--- src/rtl/xotr_multibyte_adcsbc_seq.sv ---
// Byte-serial N-byte ADC/SBC HL,ss sequencer driving the shared 8-bit ALU.
// Optional ADD HL,ss mode is enabled by defining XOTR_MBSEQ_ADD_EN.
module xotr_multibyte_adcsbc_seq #(
    parameter  int NBYTES        = 2,
    parameter  int SETTLE_CYCLES = 1,
    localparam int IDXW          = (NBYTES > 1) ? $clog2(NBYTES) : 1
) (
    input  logic            clk,
    input  logic            reset,
    input  logic            start,
    input  logic [7:0]      source,
    input  logic            carry_flag_in,
    input  logic            alu_carry_out,
    input  logic            alu_zero,
    input  logic            alu_sign,
    input  logic            alu_overflow,
    input  logic            alu_half,
    output logic            busy,
    output logic            alu_valid,
    output logic            alu_sbc,
    output logic            alu_carry_in,
    output logic [IDXW-1:0] byte_index,
    output logic [1:0]      pair_sel,
    output logic            dest_write,
    output logic            flag_write,
    output logic            flag_c,
    output logic            flag_z,
    output logic            flag_pv,
    output logic            flag_s,
    output logic            flag_n,
    output logic            flag_h,
    output logic            set_cm1,
    output logic            reset_xotr,
`ifdef XOTR_MBSEQ_ADD_EN
    output logic            flag_szpv_keep,
`endif
    output logic            op_head
);

    typedef enum logic [1:0] {
        S_IDLE   = 2'd0,
        S_PASS   = 2'd1,
        S_WAIT   = 2'd2,
        S_FINISH = 2'd3
    } state_t;

    localparam logic [IDXW-1:0] LAST_K   = IDXW'(NBYTES - 1);
    localparam logic [2:0]      LAST_W   = 3'(SETTLE_CYCLES - 1);
    localparam bit              HAS_WAIT = (SETTLE_CYCLES > 0);

    // ADD HL,ss encoding: 00ss1001
    function automatic logic is_add_op(input logic [7:0] op);
        return (op[7:6] == 2'b00) && (op[3:0] == 4'b1001);
    endfunction

    state_t            state_q, state_d;
    logic [IDXW-1:0]   k_q, k_d;
    logic [2:0]        wait_q, wait_d;
    logic              sbc_q, carry_q, zacc_q;
    logic [1:0]        pair_q;
    logic              fc_q, fz_q, fpv_q, fs_q, fn_q, fh_q;
    logic              launch_sbc_s, launch_carry_s;
`ifdef XOTR_MBSEQ_ADD_EN
    logic              add_q;
    logic              launch_add_s;
`endif

    // Mode decode applied at launch
    always_comb begin
`ifdef XOTR_MBSEQ_ADD_EN
        launch_add_s   = is_add_op(source);
        launch_sbc_s   = ~launch_add_s & ~source[3];
        launch_carry_s = launch_add_s ? 1'b0 : carry_flag_in;
`else
        launch_sbc_s   = ~source[3];
        launch_carry_s = carry_flag_in;
`endif
    end

    // State, byte counter and settle counter registers
    always_ff @(posedge clk or posedge reset) begin
        if (reset) begin
            state_q <= S_IDLE;
            k_q     <= '0;
            wait_q  <= 3'd0;
        end else begin
            state_q <= state_d;
            k_q     <= k_d;
            wait_q  <= wait_d;
        end
    end

    // Next-state logic
    always_comb begin
        state_d = state_q;
        k_d     = k_q;
        wait_d  = wait_q;
        case (state_q)
            S_IDLE: begin
                if (start) begin
                    state_d = S_PASS;
                    k_d     = '0;
                end else begin
                    state_d = S_IDLE;
                end
            end
            S_PASS: begin
                if (k_q == LAST_K) begin
                    state_d = S_FINISH;
                end else if (HAS_WAIT) begin
                    state_d = S_WAIT;
                    wait_d  = 3'd0;
                end else begin
                    state_d = S_PASS;
                    k_d     = k_q + IDXW'(1);
                end
            end
            S_WAIT: begin
                if (wait_q == LAST_W) begin
                    state_d = S_PASS;
                    k_d     = k_q + IDXW'(1);
                end else begin
                    wait_d  = wait_q + 3'd1;
                end
            end
            S_FINISH: state_d = S_IDLE;
            default:  state_d = S_IDLE;
        endcase
    end

    // Latched operation context, carry chain, Z accumulator and committed flags
    always_ff @(posedge clk or posedge reset) begin
        if (reset) begin
            sbc_q   <= 1'b0;
            pair_q  <= 2'b00;
            carry_q <= 1'b0;
            zacc_q  <= 1'b0;
            fc_q    <= 1'b0;
            fz_q    <= 1'b0;
            fpv_q   <= 1'b0;
            fs_q    <= 1'b0;
            fn_q    <= 1'b0;
            fh_q    <= 1'b0;
`ifdef XOTR_MBSEQ_ADD_EN
            add_q   <= 1'b0;
`endif
        end else begin
            case (state_q)
                S_IDLE: begin
                    if (start) begin
                        sbc_q   <= launch_sbc_s;
                        pair_q  <= source[5:4];
                        carry_q <= launch_carry_s;
                        zacc_q  <= 1'b1;
`ifdef XOTR_MBSEQ_ADD_EN
                        add_q   <= launch_add_s;
`endif
                    end
                end
                S_PASS: begin
                    carry_q <= alu_carry_out;
                    zacc_q  <= zacc_q & alu_zero;
                    // Flags become visible on entry to FINISH and hold afterwards
                    if (k_q == LAST_K) begin
                        fc_q  <= alu_carry_out;
                        fz_q  <= zacc_q & alu_zero;
                        fs_q  <= alu_sign;
                        fpv_q <= alu_overflow;
                        fh_q  <= alu_half;
                        fn_q  <= sbc_q;
                    end
                end
                default: begin
                end
            endcase
        end
    end

    // Output decode from registered state
    always_comb begin
        busy       = 1'b0;
        alu_valid  = 1'b0;
        dest_write = 1'b0;
        flag_write = 1'b0;
        set_cm1    = 1'b0;
        reset_xotr = 1'b0;
        op_head    = 1'b0;
`ifdef XOTR_MBSEQ_ADD_EN
        flag_szpv_keep = 1'b0;
`endif
        case (state_q)
            S_PASS: begin
                busy       = 1'b1;
                alu_valid  = 1'b1;
                dest_write = 1'b1;
            end
            S_WAIT: busy = 1'b1;
            S_FINISH: begin
                busy       = 1'b1;
                flag_write = 1'b1;
                set_cm1    = 1'b1;
                reset_xotr = 1'b1;
                op_head    = 1'b1;
`ifdef XOTR_MBSEQ_ADD_EN
                flag_szpv_keep = add_q;
`endif
            end
            default: begin
            end
        endcase
        alu_sbc      = sbc_q;
        alu_carry_in = carry_q;
        byte_index   = k_q;
        pair_sel     = pair_q;
        flag_c       = fc_q;
        flag_z       = fz_q;
        flag_pv      = fpv_q;
        flag_s       = fs_q;
        flag_n       = fn_q;
        flag_h       = fh_q;
    end

endmodule

--- config.mk ---
export PLATFORM = sky130hd
export DESIGN_NAME = xotr_multibyte_adcsbc_seq
export DESIGN_NICKNAME = d
export VERILOG_FILES = /design/src/rtl/xotr_multibyte_adcsbc_seq.sv
export SDC_FILE = /design/constraint.sdc
export NUM_CORES = 1
export LEC_CHECK = 0
export ABC_AREA = 1
export CORE_AREA = 2 2 47 49
export CTS_CLUSTER_SIZE = 14
export DETAILED_ROUTE_END_ITERATION = 10
export DIE_AREA = 0 0 49 51
export PLACE_DENSITY = 0.8
export SLEW_MARGIN = 40
export SYNTH_ARGS = -nofsm -noshare
export SYNTH_HDL_FRONTEND = slang
export SYNTH_SLANG_ARGS = --single-unit
--- constraint.sdc ---
create_clock -name clk -period 2.55 [get_ports clk]
set_input_delay 0.255 -clock clk [delete_from_list [all_inputs] [get_ports clk]]
set_output_delay 0.255 -clock clk [all_outputs]
set_load 0.05 [all_outputs]
## After elaboration in Yosys (flattened, before gate mapping)

Cells that the tools add are included.

| storage, ports and cells | value |
|---|---|
| flip-flop bits (word level) | 17 |
| bits in latches | 0 |
| memory bits (writable) | 0 |
| memory bits (read-only) | 0 |
| input bits | 17 |
| output and inout port bits | 18 |
| word-level logic and storage cells | 53 |
| memories | 0 |

| cells by class | value |
|---|---|
| add/subtract/negate cells | 2 |
| $mul | 0 |
| div/mod/pow operators | 0 |
| $lt $le $gt $ge | 0 |
| equal/unequal tests | 7 |
| shift operators | 0 |
| multiplexer cells | 18 |
| bitwise logic cells | 2 |
| reductions and logical operators | 11 |

Operators by type and width:

| operator | number |
|---|---|
| 1-bit 2-to-1 mux | 10 |
| 2-bit != test, second input constant | 4 |
| 2-bit one-hot mux with 4 select lines | 1 |
| 3-bit 2-to-1 mux | 2 |
| 3-bit one-hot mux with 2 select lines | 1 |
| 2-bit AND reduction | 3 |
| 3-bit AND reduction | 2 |
| 2-bit == test, second input constant | 2 |
| 1-bit one-hot mux with 2 select lines | 2 |
| 2-bit nonzero test | 2 |
| 3-bit by 1-bit adder with 3-bit output, second input constant | 1 |
| 3-bit logical NOT | 1 |
| 1-bit one-hot mux with 3 select lines | 1 |
| 3-bit nonzero test | 1 |
| 3-bit OR reduction | 1 |
| 2-bit by 1-bit == test with 1-bit output, second input constant | 1 |
| 2-bit logical NOT | 1 |
| 2-bit 2-to-1 mux | 1 |
| 1-bit adder, second input constant | 1 |
| 1-bit AND | 1 |
| 1-bit NOT | 1 |

## Logic depth before layout (Yosys ltp)

Gate-level depths: netlist of the first run.

| depth | value |
|---|---|
| depth after elaboration | 3 |
| gate-level depth with buffers | 8 |
| mapped depth without buffers | 8 |

## Least setup slack after synthesis of the first run

No wires, ideal clock.

| timing path | value |
|---|---|
| kind | reg-to-output |
| start | register state_q[1] |
| end | output port dest_write |
| arrival time | 1.257 ns |
| data required time | 2.295 ns |
| slack | 1.038 ns |
| stages on the path, launching flop included | 5 |
| buffers on the path | 1 |
| cell sequence | dfrtp_1 > inv_2 > nand2_2 > inv_1 > buf_4 |

| on the way | value |
|---|---|
| word-level cells in the longest chain between the ends | 2 |

RTL lines:

| item | RTL line | text |
|---|---|---|
| start, declared | 56 | `state_t state_q, state_d;` |
| start signal, assigned | 87 | `state_q <= state_d;` |
| 2-bit by 1-bit == test with 1-bit output | - |  |
| 1-bit 2-to-1 mux | - |  |
| end, declared | 24 | `output logic dest_write,` |

Every way passes these cells.

## Worst setup path after layout of the first run

| timing path | value |
|---|---|
| start | register state_q[1] |
| end | output port dest_write |

| on the way | value |
|---|---|
| word-level cells in the longest chain between the ends | 2 |

RTL lines:

| item | RTL line | text |
|---|---|---|
| 2-bit by 1-bit == test with 1-bit output | 191 | `case (state_q)` |
| 1-bit 2-to-1 mux | 191 |  |

Every way passes these cells.

==> impl_metrics.ini, run 1 <==
[global_route]
grt_max_degree = 18
antenna_found_initial = 0
grt_pass1_vias = 671
grt_pass1_wl_mm = 2.77
grt_overflow = 0
track_usage = 0.141

[layout]
final_cells = 157
insertedDiodeCount = 0
final_util = 0.559
drive_gt1_frac = 0.0930
area_growth_pct = 37.1
final.fill_count = 190
layout.nets = 149

[clock_network]
tritoncts = built
cts_sinks = 17
cts_buffers = 3
cts.clk_slew.worst_paths_ns = 0.10
cts_setup_buffers = 0
cts_hold_buf = 0
clk_path_buf_depth = 2
ctsRootBufferMaster = clkbuf_4
htreeDepth = 1
clk_latency_ns = 0.28
cts_repair_resize_count = 0

[sta]
maxSlewViolCount = 0
setup_violations = 0
tightest_slew_ns = 0.640
fin_setup_tns_ns = 0
rsz0062_at_grt = no
fin_crit_ns = 2.15
slew_headroom = 0.573
fin_skew_ns = 0.00653
fmax_mhz = 465
fin_crit_sh = 0.843
hold_violations = 0
fin_ws_ns = 0.400

[setup_path]
max_stage_delay_ns = 0.81
cpLargestDelayFamily = buffers and inverters
cpMaxStageDelayCell = clkdlybuf4s50_1
cp_max_fo = 7
crit_chain = inv_2 -> nand2_2 -> inv_1 -> clkdlybuf4s50_1
endpoint_kind = primary output
crit_path_start_kind = register
path_buf_inv = 3
cp.arrival_ns = 1.89
crit_required_ns = 2.30
regToRegEndpoint = wait_q[0]
rr_startpoint = wait_q[0]
ff2ff_setup_slack_ns = 1.34
rr_worst_depth = 8
worstSetupPathType = reg2out

[pwr]
switching_power_uw = 885
powerDensity_nw_per_um2 = 1440
combPwrFrac = 0.638
p_int_uw = 772
vdd_drop_max_mv = 0.785
p_sw_frac = 0.534
clkPwrFrac = 0.084
seqPwrFrac = 0.279
p_leak_nw = 0.583

[synth]
synth-seq-area-share = 0.506
synth_seq_cells = 17
synth_simple_gate_area_share = 0.274
synth-adder-area-share = 0.0298
synth_compound_area_frac = 0.0655
syn-num-nets = 120
syn_area_um2 = 841
synthMuxAreaShare = 0
synth_edf_count = 0
synthArstFlopShare = 1.00
ys.warnings.count = 0
synthFlopType = dfrtp_1
synth-xor-area-share = 0
syn_area_per_cell_um2 = 8.32
syn_inst = 101
synth_top_family_by_area = simple AND/OR/NAND/NOR gates
yosysUniqueCellTypes = 14

[job]
maxCapViolCount = 0

[route]
ant_nets = 0
wl_per_cell_um = 10.1
vias_per_cell = 4.50
wl_mm = 1.59
drtIter0Drc = 8
drc = 0
vias = 707
dr.pass1.iters = 4

[floorplanning]
start_util = 0.408
rows = 17
die_area_um2 = 2500
die_x_um = 49
die_h_um = 51
core-area_um2 = 2060
ioPinCount = 35

[min_path]
hp-class = in2async

[placed_design]
dp_cells = 153
place.gp.congestion = 0.688
portBuffers = 29
place_hpwl_mm = 1.24
place_ws_ns = 0.724

[run_status]
outcome = completed
==> through the flow <==
stage | instance area [um^2] | hold WS (ns) | power, mW
2_1_floorplan | 841 | 0.181 | 1.23
3_3_place_gp | 1120 | 0.466 | 1.51
3_5_place_dp | 1120 | 0.478 | 1.53
4_1_cts | 1150 | 0.355 | 1.68
5_1_grt | 1150 | 0.399 | 1.77
6_report | 1150 | 0.342 | 1.66
==> flip-flops by register name, indices dropped and copies added, names as in the netlist <==
| name | count |
|---|---|
| flag_c | 1 |
| pair_sel | 2 |
| zacc_q | 1 |
| flag_s | 1 |
| flag_z | 1 |
| alu_carry_in | 1 |
| state_q | 2 |
| flag_pv | 1 |
| flag_h | 1 |
| alu_sbc | 1 |
| wait_q | 3 |
| byte_index | 1 |
| flag_n | 1 |
==> cells in the final DEF (no fill, tap or decap), types with 2 or more instances in the layout <==
cell type        synthesis  routed
ha_1                     2       2
nor2_1                   5       5
nand2_2                  2       2
nand3_4                  2       2
clkdlybuf4s50_1          0      29
o21ai_0                  2       2
inv_1                   14      14
inv_2                    3       3
nand2_1                 33      33
clkbuf_4                 0       3
o21ai_1                  9       9
nand3_1                  6       6
dfrtp_1                 17      17
==> cell families (layout without fill, tap and decap cells) <==
family	after synthesis	in the layout
compound gates	11	11
fa+ha+maj	2	2
buf+inv	22	50
flops	17	17
simple gates	49	49
==> per-layer routing <==
| layer | vias up | GRT usage | share of wire |
|---|---|---|---|
| li1 | 359 | - | - |
| met1 | 323 | 0.168 | 0.44 |
| met2 | 23 | 0.247 | 0.51 |
| met3 | 2 | 0.0322 | 0.048 |
| met4 | 0 | 0.0571 | 0.0075 |
| met5 | - | 0 | 0 |
==> final cells by class <==
type                            count  area (um^2)  share of cell area
Sequential cell                    17          425               0.369
Multi-Input combinational cell     62          310               0.269
Tap cell                           28         35.0              0.0304
Inverter                           17         63.8              0.0554
Timing Repair Buffer               29          290               0.252
Clock buffer                        3         22.5              0.0195
Clock inverter                      1         5.00             0.00434
==> cells in the mapped netlist (2+ instances only) <==
library cell,n,share of area
dfrtp_1,17,0.51
nand2_1,33,0.15
o21ai_0,2,0.012
nand2_2,2,0.015
inv_1,14,0.062
ha_1,2,0.030
nor2_1,5,0.022
o21ai_1,9,0.054
inv_2,3,0.013
nand3_4,2,0.042
nand3_1,6,0.036
buf_4,4,0.036
==> power groups by stage <==
stage	logic, mW	registers [mW]	clock network [mW]
2_1_floorplan	0.490	0.744	0
4_1_cts	1.07	0.463	0.146
3_5_place_dp	1.06	0.467	0
5_1_grt	1.14	0.475	0.154
3_3_place_gp	1.04	0.465	0
6_report	1.06	0.462	0.138
==> how the worst max path moves through the flow <==
stage / start / end / slack [ns] / cells after the start
floorplan: state_q[1] / dest_write / 1.04 / 4
global placement: state_q[1] / alu_valid / 0.74 / 4
detailed placement: state_q[1] / dest_write / 0.72 / 4
CTS: state_q[1] / dest_write / 0.39 / 4
global route: state_q[1] / alu_valid / 0.29 / 4
finish: state_q[1] / dest_write / 0.40 / 4
Note: power is estimated with default switching activity, not from simulation.
==> inputs of run 2 (changes only) <==
--- a/config.mk
+++ b/config.mk
@@ -6,11 +6,11 @@
 export NUM_CORES = 1
 export LEC_CHECK = 0
 export ABC_AREA = 1
-export CORE_AREA = 2 2 47 49
+export CORE_AREA = 2 2 51 53
 export CTS_CLUSTER_SIZE = 14
 export DETAILED_ROUTE_END_ITERATION = 10
-export DIE_AREA = 0 0 49 51
-export PLACE_DENSITY = 0.8
+export DIE_AREA = 0 0 53 55
+export PLACE_DENSITY = 0.72
 export SLEW_MARGIN = 40
 export SYNTH_ARGS = -nofsm -noshare
 export SYNTH_HDL_FRONTEND = slang
==> constraint.sdc (replaced) <==
create_clock -name clk -period 1.8 [get_ports clk]
set_input_delay 0.18 -clock clk [delete_from_list [all_inputs] [get_ports clk]]
set_output_delay 0.18 -clock clk [all_outputs]
set_load 0.05 [all_outputs]
==> run 2 against run 1 <==
Setup slack got worse by 0.25 ns. Utilization shrank 6.9 points. Die area up 17%. Routed wire length shrank 2.3%. Cell area increased by 0.54%. Register-to-register slack worse by 0.76 ns. Clock skew fell by 0.0058 ns. Critical path depth shrank 3. Final cell count up 1.3%. Non-clock buffer count is the same.
==> impl_metrics.ini, run 2 (same netlist as run 1, synthesis figures left out) <==
[run_status]
outcome = completed

[route]
ant_nets = 0
drc = 0
vias_per_cell = 4.42
dr.pass1.iters = 2
wl_per_cell_um = 9.77
drtIter0Drc = 5
wl_mm = 1.55
vias = 702

[setup_path]
cp_max_fo = 3
worstSetupPathType = reg2out
endpoint_kind = primary output
cpLargestDelayFamily = buffers and inverters
crit_chain = clkdlybuf4s50_1
crit_path_start_kind = register
crit_required_ns = 1.62
cp.arrival_ns = 1.47
max_stage_delay_ns = 0.81
cpMaxStageDelayCell = clkdlybuf4s50_1
path_buf_inv = 1

[global_route]
grt_pass1_wl_mm = 2.64
grt_pass1_vias = 674
track_usage = 0.124
antenna_found_initial = 0
grt_max_degree = 18
grt_overflow = 0

[sta]
slew_headroom = 0.599
fin_ws_ns = 0.145
fin_crit_sh = 0.919
setup_violations = 0
maxSlewViolCount = 0
fin_skew_ns = 0.000774
rsz0062_at_grt = no
fin_setup_tns_ns = 0
hold_violations = 0
fin_crit_ns = 1.65
fmax_mhz = 604
tightest_slew_ns = 0.601
holdWs_ns = 0.257

[floorplanning]
core-area_um2 = 2360
ioPinCount = 35
die_x_um = 53
start_util = 0.356
rows = 18
die_h_um = 55
die_area_um2 = 2920

[layout]
insertedDiodeCount = 0
drive_gt1_frac = 0.147
area_growth_pct = 37.8
layout.nets = 149
final_cells = 159
final.fill_count = 228
layout_commonest_cell = nand2_1
largest_register_ffs = 3
stdcell_area_um2 = 1160
mostFrequentLayoutCells = 33 x nand2_1, 21 x clkdlybuf4s50_1, 17 x dfrtp_1, 14 x inv_1, 9 x o21ai_1
regMostFlops = wait_q

[placed_design]
portBuffers = 29
place.gp.congestion = 0.746
dp_cells = 155
place_ws_ns = 0.469
place_hpwl_mm = 1.28
place_area_um2 = 1130

[pwr]
p_leak_nw = 0.600
powerDensity_nw_per_um2 = 2060
vdd_drop_max_mv = 1.33

[clock_network]
cts_hold_buf = 0
ctsRootBufferMaster = clkbuf_4
cts_repair_resize_count = 0
cts_sinks = 17
clk_latency_ns = 0.28
cts.clk_slew.worst_paths_ns = 0.09
htreeDepth = 1
cts_setup_buffers = 0
clk_path_buf_depth = 2
tritoncts = built
cts_buffers = 3

[job]
maxCapViolCount = 0

[min_path]
hp-class = in2async
-- run 2: cell count changes in the layout (fill, tap and decap cells not counted), sizes merged --
cell and change:
clkdlybuf4s50 -8, clkbuf +1, buf +8, clkinv -1
-- run 2: power by group --
group / internal, mW / leakage [nW] / switching (mW)
Combinational: 0.501 / 0.372 / 1.03
Clock: 0.0859 / 0.0150 / 0.107
Sequential: 0.540 / 0.214 / 0.119
-- run 2: path summary, 6_finish.rpt --
check / slack, ns / endpoint / from / cells after the start
max: 0.15 / alu_sbc / alu_sbc / 1
min: 0.26 / flag_pv / reset / 2
max reg2reg: 0.58 / wait_q[2] / wait_q[0] / 8
min reg2reg: 0.50 / flag_h / flag_h / 2
max in group asynchronous: 1.15 / byte_index / reset / 2
min in group clk: 0.43 / pair_sel[0] / source[4] / 3
-- run 2: cell type report --
class / instances / area [um^2] / area share
flip-flops and latches: 17 / 425 / 0.367
multi-input cells: 62 / 310 / 0.268
repair buffers: 29 / 295 / 0.255
inverters: 17 / 63.8 / 0.0551
well taps: 30 / 37.5 / 0.0324
clock buffers: 4 / 26.3 / 0.0227
-- run 2: through the flow --
stage,power [mW],util
2_1_floorplan,1.75,-
3_3_place_gp,2.19,0.479
3_5_place_dp,2.22,0.479
4_1_cts,2.42,0.490
5_1_grt,2.54,0.490
6_report,2.39,0.490
-- run 2: routing by layer --
| layer | share of wire | vias to the layer above | track usage |
|---|---|---|---|
| met3 | 0.077 | 0 | 0.0323 |
| met2 | 0.49 | 22 | 0.225 |
| met4 | 0 | 0 | 0.0513 |
| li1 | - | 361 | - |
| met1 | 0.43 | 319 | 0.138 |
| met5 | 0 | - | 0 |
